### config.mk
export PLATFORM = sky130hd
export DESIGN_NAME = lcd_frame_capture
export DESIGN_NICKNAME = d
export VERILOG_FILES = /design/src/rtl/lcd_frame_capture.sv
export SDC_FILE = /design/constraint.sdc
export NUM_CORES = 1
export LEC_CHECK = 0
export CORE_ASPECT_RATIO = 0.5
export CORE_MARGIN = 3
export CORE_UTILIZATION = 57
export CTS_CLUSTER_DIAMETER = 30
export DETAILED_ROUTE_END_ITERATION = 10
export PLACE_DENSITY_LB_ADDON = 0.08
export SYNTH_ARGS = -nofsm -noshare
export SYNTH_HDL_FRONTEND = slang
export SYNTH_SLANG_ARGS = --single-unit
### constraint.sdc
create_clock -name clk -period 5.5 [get_ports clk]
set_clock_uncertainty 0.05 [all_clocks]
set_input_delay 1.1 -clock clk [delete_from_list [all_inputs] [get_ports clk]]
set_output_delay 1.1 -clock clk [all_outputs]
set_load 0.1 [all_outputs]
### src/rtl/lcd_frame_capture.sv
// lcd_frame_capture: rebuilds x/y from the PPU display strobes, maps colour
// indices through the BGP palette and writes shades into the back bank of a
// double-buffered frame RAM. Banks swap only after a complete, clean frame.
module lcd_frame_capture #(
    parameter int H_PIXELS = 160,
    parameter int V_LINES  = 144,
    parameter int ADDR_W   = 15
) (
    input  logic              clk,
    input  logic              rst,
    input  logic              lcd_hsync,
    input  logic              lcd_vsync,
    input  logic              lcd_pixel,
    input  logic [1:0]        lcd_color,
    input  logic [7:0]        bgp,
    output logic              fb_wr_en,
    output logic [ADDR_W:0]   fb_wr_addr,
    output logic [1:0]        fb_wr_data,
    output logic              front_bank,
    output logic              frame_done,
    output logic              line_err,
    output logic              frame_err
);

    localparam logic [1:0] WAIT_SYNC = 2'd0;
    localparam logic [1:0] ACTIVE    = 2'd1;
    localparam logic [1:0] VBLANK    = 2'd2;

    localparam logic [7:0]        H_MAX  = 8'(H_PIXELS);
    localparam logic [7:0]        V_MAX  = 8'(V_LINES);
    localparam logic [ADDR_W-1:0] H_STEP = ADDR_W'(H_PIXELS);

    logic [1:0]        state;
    logic [7:0]        x;
    logic [7:0]        y;
    logic [ADDR_W-1:0] line_base;
    logic              hs_q;
    logic              vs_q;
    logic              frame_bad;

    logic              hs_rise;
    logic              vs_rise;
    logic              vs_fall;
    logic              pix_ok;
    logic              line_end;
    logic              frame_end;
    logic [7:0]        x_inc;
    logic [7:0]        y_after;
    logic              line_bad;
    logic              bad_after;
    logic              frame_good;
    logic [1:0]        shade;

    // Sync edge detection, pixel qualification and palette lookup.
    always_comb begin
        hs_rise   = lcd_hsync & ~hs_q;
        vs_rise   = lcd_vsync & ~vs_q;
        vs_fall   = ~lcd_vsync & vs_q;
        pix_ok    = lcd_pixel & ~lcd_hsync & ~lcd_vsync & (state == ACTIVE);
        line_end  = hs_rise & (state == ACTIVE);
        frame_end = vs_rise & (state == ACTIVE);
        shade     = bgp[{lcd_color, 1'b0} +: 2];
    end

    // Next-value terms; a line end coinciding with frame end is folded in
    // first so the frame check sees the updated y and error flag.
    always_comb begin
        x_inc      = (x == 8'hFF) ? x : x + 8'd1;
        y_after    = y;
        if (line_end && (y != 8'hFF)) begin
            y_after = y + 8'd1;
        end
        line_bad   = line_end && (x != H_MAX);
        bad_after  = frame_bad | line_bad;
        frame_good = (y_after == V_MAX) && !bad_after && !line_err;
    end

    // Capture state machine, position counters and registered outputs.
    always_ff @(posedge clk) begin
        if (rst) begin
            state      <= WAIT_SYNC;
            x          <= '0;
            y          <= '0;
            line_base  <= '0;
            hs_q       <= 1'b0;
            vs_q       <= 1'b0;
            frame_bad  <= 1'b0;
            fb_wr_en   <= 1'b0;
            fb_wr_addr <= '0;
            fb_wr_data <= '0;
            front_bank <= 1'b0;
            frame_done <= 1'b0;
            line_err   <= 1'b0;
            frame_err  <= 1'b0;
        end else begin
            hs_q       <= lcd_hsync;
            vs_q       <= lcd_vsync;
            fb_wr_en   <= 1'b0;
            frame_done <= 1'b0;
            line_err   <= 1'b0;
            frame_err  <= 1'b0;
            case (state)
                WAIT_SYNC, VBLANK: begin
                    if (vs_fall) begin
                        state     <= ACTIVE;
                        x         <= '0;
                        y         <= '0;
                        line_base <= '0;
                        frame_bad <= 1'b0;
                    end
                end
                ACTIVE: begin
                    if (pix_ok) begin
                        x <= x_inc;
                        if ((x < H_MAX) && (y < V_MAX)) begin
                            fb_wr_en   <= 1'b1;
                            fb_wr_addr <= {~front_bank, line_base + ADDR_W'(x)};
                            fb_wr_data <= shade;
                        end
                    end
                    if (line_end) begin
                        x         <= '0;
                        y         <= y_after;
                        line_err  <= line_bad;
                        frame_bad <= bad_after;
                        if (y < V_MAX) begin
                            line_base <= line_base + H_STEP;
                        end
                    end
                    if (frame_end) begin
                        state <= VBLANK;
                        if (frame_good) begin
                            front_bank <= ~front_bank;
                            frame_done <= 1'b1;
                        end else begin
                            frame_err <= 1'b1;
                        end
                    end
                end
                default: state <= WAIT_SYNC;
            endcase
        end
    end

endmodule

### Word level (Yosys, flattened, before mapping)

Index checks and enable logic that the tools add are counted.

| storage, ports and cells | value |
|---|---|
| register bits after elaboration | 59 |
| word-level logic and storage cells | 91 |

| cells by class | value |
|---|---|
| shift operators | 1 |
| bitwise logic cells | 18 |
| $lt $le $gt $ge | 2 |
| add/subtract/negate cells | 4 |
| mux-type cells | 21 |
| equality and inequality tests | 12 |
| reduce and logical (&&, ||, !) cells | 19 |

Operators with widths:

| kind | number |
|---|---|
| 2-to-1 mux 8 bit | 6 |
| 2-to-1 mux 15 bit | 3 |
| one-hot mux 8 bit (2 select lines) | 2 |
| one-hot mux 15 bit (2 select lines) | 1 |
| adder 8 x 1 -> 8 bit, second input constant | 2 |
| equality test 8 bit, second input constant | 2 |
| less-than comparator 8 bit, second input constant | 2 |
| != test 8 bit, second input constant | 2 |
| adder 15 x 8 -> 15 bit | 1 |
| adder 15 x 8 -> 15 bit, second input constant | 1 |
| inverter 1 bit | 9 |
| AND reduction 3 bit | 3 |
| OR reduction 3 bit | 3 |
| AND 1 bit | 8 |
| AND reduction 4 bit | 2 |
| variable part select 8 x 4 -> 2 bit | 1 |
| != test 2 bit, second input constant | 3 |
| != test 3 bit, second input constant | 2 |
| logical AND 1 bit | 5 |
| 2-to-1 mux 1 bit | 5 |
| 2-to-1 mux 2 bit | 2 |
| one-hot mux 2 bit (2 select lines) | 1 |
| equality test 2 x 1 -> 1 bit, second input constant | 1 |
| equality test 2 bit, second input constant | 1 |
| 8 further kinds | 9 |

### Depth between registers and ports, before layout

| logic depth | value |
|---|---|
| depth in word-level cells | 9 |
| mapped depth | 8 |
| depth with buffers taken out | 8 |

### Least setup slack after synthesis

No wires, ideal clock.

| timing | value |
|---|---|
| path type | in2reg |
| start point | in lcd_hsync |
| end point | reg front_bank |
| arrival | 2,721 ps |
| stages on the path | 6 |
| setup slack | 2,658 ps |
| cells stage by stage | nand4bb_1 -> nor3_1 -> mux2_2 -> or4_4 -> or3_1 -> a21oi_1 |

| on the way | value |
|---|---|
| cells in the longest elaborated chain, start to end | 8 |

RTL lines:

| item | RTL line | text |
|---|---|---|
| start: declaration | 11 | `input logic lcd_hsync,` |
| AND 1 bit * | 56 | `hs_rise = lcd_hsync & ~hs_q;` |
| AND 1 bit * | 60 | `line_end = hs_rise & (state == ACTIVE);` |
| logical AND 1 bit, on equally long branches | 70, 73 |  |
| 2-to-1 mux 8 bit / OR 1 bit (equally long branches) | 70, 74 |  |
| equality test 8 bit / zero test 1 bit (equally long branches) | 75 | `frame_good = (y_after == V_MAX) && !bad_after && !line_err;` |
| logical AND 1 bit * (2 in a row) | 75 |  |
| AND reduction 3 bit (no line) * | - |  |
| end signal: assignment | 133 | `front_bank <= ~front_bank;` |
| end: declaration | 19 | `output logic front_bank,` |

Every way passes the cells marked *; elsewhere a longest branch is shown, timed or not.
A chain may end at the register's enable or synchronous reset.

### Final worst setup path

Ends and elaborated chain as after synthesis.

==> flow_summary.toml <==
[global_route]
grt_first_pass_wirelength_um = 9252
grt_max_degree = 43
grt_pass1_vias = 2054
antenna_found_initial = 0
grt_overflow = 0
grt_usage = 0.2109

[pwr]
netSwitchingFraction = 0.2459
pwr-share-seq = 0.593
p_per_area_nw_per_um2 = 210.4
finalPower_mw = 0.6689
p_int_mw = 0.5044
p_sw_mw = 0.1645
p_leak_nw = 1.036
p_comb_frac = 0.074
irDropWorstVdd_mv = 0.1374
clockPowerShare = 0.333

[synthesis]
synthCells = 330
yosys.area.top_type = "dfxtp_1"
syn_area_um2 = 2705
ys_top_cells_by_area = "dfxtp_1 40%, nor2_1 6.7%, a21oi_1 5.7%"
synthDistinctLibCells = 48
synth_top_area_frac = 0.3996
synth_ff_type = "dfxtp_1"
synth-warning-count = 0
syn_avg_cell_area_um2 = 8.197
synth_edf_count = 0
syn-num-nets = 353
ys_ff_latch = 54
async_reset_ff_frac = 0
ys_seq_area_frac = 0.3996

[placed_design]
dp_hpwl_um = 4138
portBuffers = 37
place_congestion = 0.8968
post_dp_cell_area_um2 = 3089

[clock_network]
cts_tree = "yes"
postCtsHoldBufs = 0
cts_buffer_depth = 2
clkSinkCount = 54
insertion_delay_ns = 0.31
cts_root_buffer = "clkbuf_8"
ctsResizeCount = 0
postCtsSetupBuffers = 0
path_clk_slew_ns = 0.10
htreeDepth = 2
cts_buffers = 5

[worst_setup_path]
cp_data_required_time_ns = 5.70
cp_cell_sequence = "clkdlybuf4s50_1 > nand4bb_1 > nor3_1 > mux2_2 > or4_4 > or3_1 > a21oi_1"
crit_start = "lcd_hsync"
crit_path_max_fanout = 11
r2r_setup_slack_ns = 2.83
startpoint_type = "input pin"
reg2reg_depth = 6
worstReg2RegEnd = "front_bank$_SDFFE_PP0P_"
worst-path-buf-inv = 1
crit_path_top_delay_cell = "or4_4"
rr_startpoint = "state[1]$_SDFFE_PP0P_"
critPathMaxStageDelay_ns = 0.56
critPathTopFamily = "simple AND/OR/NAND/NOR gates"
worstSetupPathType = "in2reg"
arrival_ns = 3.74
crit_path_end_kind = "flop"

[routing]
ant_nets = 0
routed_wl_um = 5660
viasPerCell = 5.606
drt-initial-drc-count = 85
dr_total_vias = 2377
drc = 0
wire_per_inst_um = 13.35
drt_pass1_iterations = 4

[run_status]
status = "complete, no violations"

[min_path]
whs_path_depth = 2
hp-class = "reg2reg"
holdCritStartpoint = "fb_wr_addr[6]$_SDFFE_PP0P_"
holdPathEnd = "fb_wr_addr[6]$_SDFFE_PP0P_"

[timing]
tightestPinTransition_ns = 0.9864
relSlewSlack = 0.3404
fin_crit_sh = 0.6435
final_hold_viol_count = 0
rsz0062_at_grt = "false"
setup-violations-final = 0
tns_ns = 0
fmax_mhz = 282.5
drv_slew = 0
hold_ws_ns = 0.4077
finalCriticalPeriod_ns = 3.539

[floorplan]
die_w_um = 103.4
dieArea_um2 = 5658
die_h_um = 54.71
ios = 38
initial_core_util = 0.6027
row_count = 17
core_area_um2 = 4488

[layout]
final_core_util = 0.7084
nets = 380
layout_commonest_cell = "dfxtp_1"
n_fill_cell = 389
design_area_um2 = 3179
antenna_cells = 0
final_cell_mix = "54 x dfxtp_1, 48 x nor2_1, 37 x clkdlybuf4s50_1, 32 x nand2_1, 31 x a21oi_1"
area_growth_pct = 17.53
drive_gt1_frac = 0.05587

[job]
maxCapViolCount = 0
per-layer routing:
metal / vias up / share of wire / track usage
met5: - / 0 / 0
met3: 8 / 0.048 / 0.04453
met1: 1101 / 0.49 / 0.2771
li1: 1215 / - / -
met4: 0 / 0.012 / 0.07742
met2: 53 / 0.45 / 0.3460
area by class of cell:
| type | count | area [um2] | area share |
|---|---|---|---|
| Multi-Input combinational cell | 253 | 1529 | 0.4809 |
| Sequential cell | 54 | 1081 | 0.3400 |
| Timing Repair Buffer | 38 | 377.9 | 0.1189 |
| Tap cell | 66 | 82.58 | 0.02597 |
| Clock buffer | 5 | 68.82 | 0.02165 |
| Clock inverter | 3 | 21.27 | 0.006690 |
| Inverter | 5 | 18.77 | 0.005903 |
Yosys cell counts, types with 2 or more instances:
library cell  count
and3_1            4
ha_1              8
o21ai_0          12
a22oi_1           2
inv_1             5
nand2b_1          5
nor3_1           10
a31oi_1           3
nand3_1          10
a211o_1           2
nand2_1          32
nand4_1          10
nor2b_1           5
a21oi_1          31
or2_2             3
mux4_2            2
nor2_1           48
xnor2_1          12
buf_1             4
xor2_1           10
clkbuf_1          7
dfxtp_1          54
buf_2             7
or3_1             9
a211oi_1         12
logic make-up after synthesis:
family / count (synthesis) / synth area share
fa+ha+maj: 8 / 0.03700
buf+inv: 23 / 0.03515
flops: 54 / 0.3996
simple gates: 147 / 0.2683
other cells: 1 / 0.001386
compound gates: 72 / 0.1665
xor+xnor: 22 / 0.07123
mux: 3 / 0.02081
power groups by stage:
stage | clock [mW] | combinational (mW) | sequential [mW]
floorplan | 0 | 0.0237 | 0.413
global placement | 0 | 0.0486 | 0.406
detailed placement | 0 | 0.0496 | 0.406
CTS | 0.231 | 0.0497 | 0.397
global route | 0.245 | 0.0542 | 0.397
finish | 0.223 | 0.0496 | 0.397
sequential cells by signal, summed over array words and instances (netlist names), 2 cells and up:
| signal | cells |
|---|---|
| x | 8 |
| fb_wr_addr | 16 |
| state | 2 |
| fb_wr_data | 2 |
| y | 8 |
| line_base | 10 |
tightest hold or removal path, delay by kind of cell, from the launching register on:
kind / cells / cell delay (ns)
simple gates: 1 / 0.05
flops: 1 / 0.32
compound gates: 1 / 0.05
per-stage QoR:
stage / cells / worst slack, ns
after floorplan: 330 / 2.658
after global placement: 416 / 1.766
after detailed placement: 416 / 1.672
after CTS: 424 / 1.996
after global routing: 424 / 1.785
final: 424 / 1.961
worst max path at each step:
stage	end	slack, ns	cells after the start
floorplan	front_bank$_SDFFE_PP0P_	2.66	6
global placement	front_bank$_SDFFE_PP0P_	1.77	7
global route	front_bank$_SDFFE_PP0P_	1.78	7
CTS	front_bank$_SDFFE_PP0P_	2.00	7
detailed placement	front_bank$_SDFFE_PP0P_	1.67	7
finish	front_bank$_SDFFE_PP0P_	1.96	7
(Power assumes the default switching activity.)
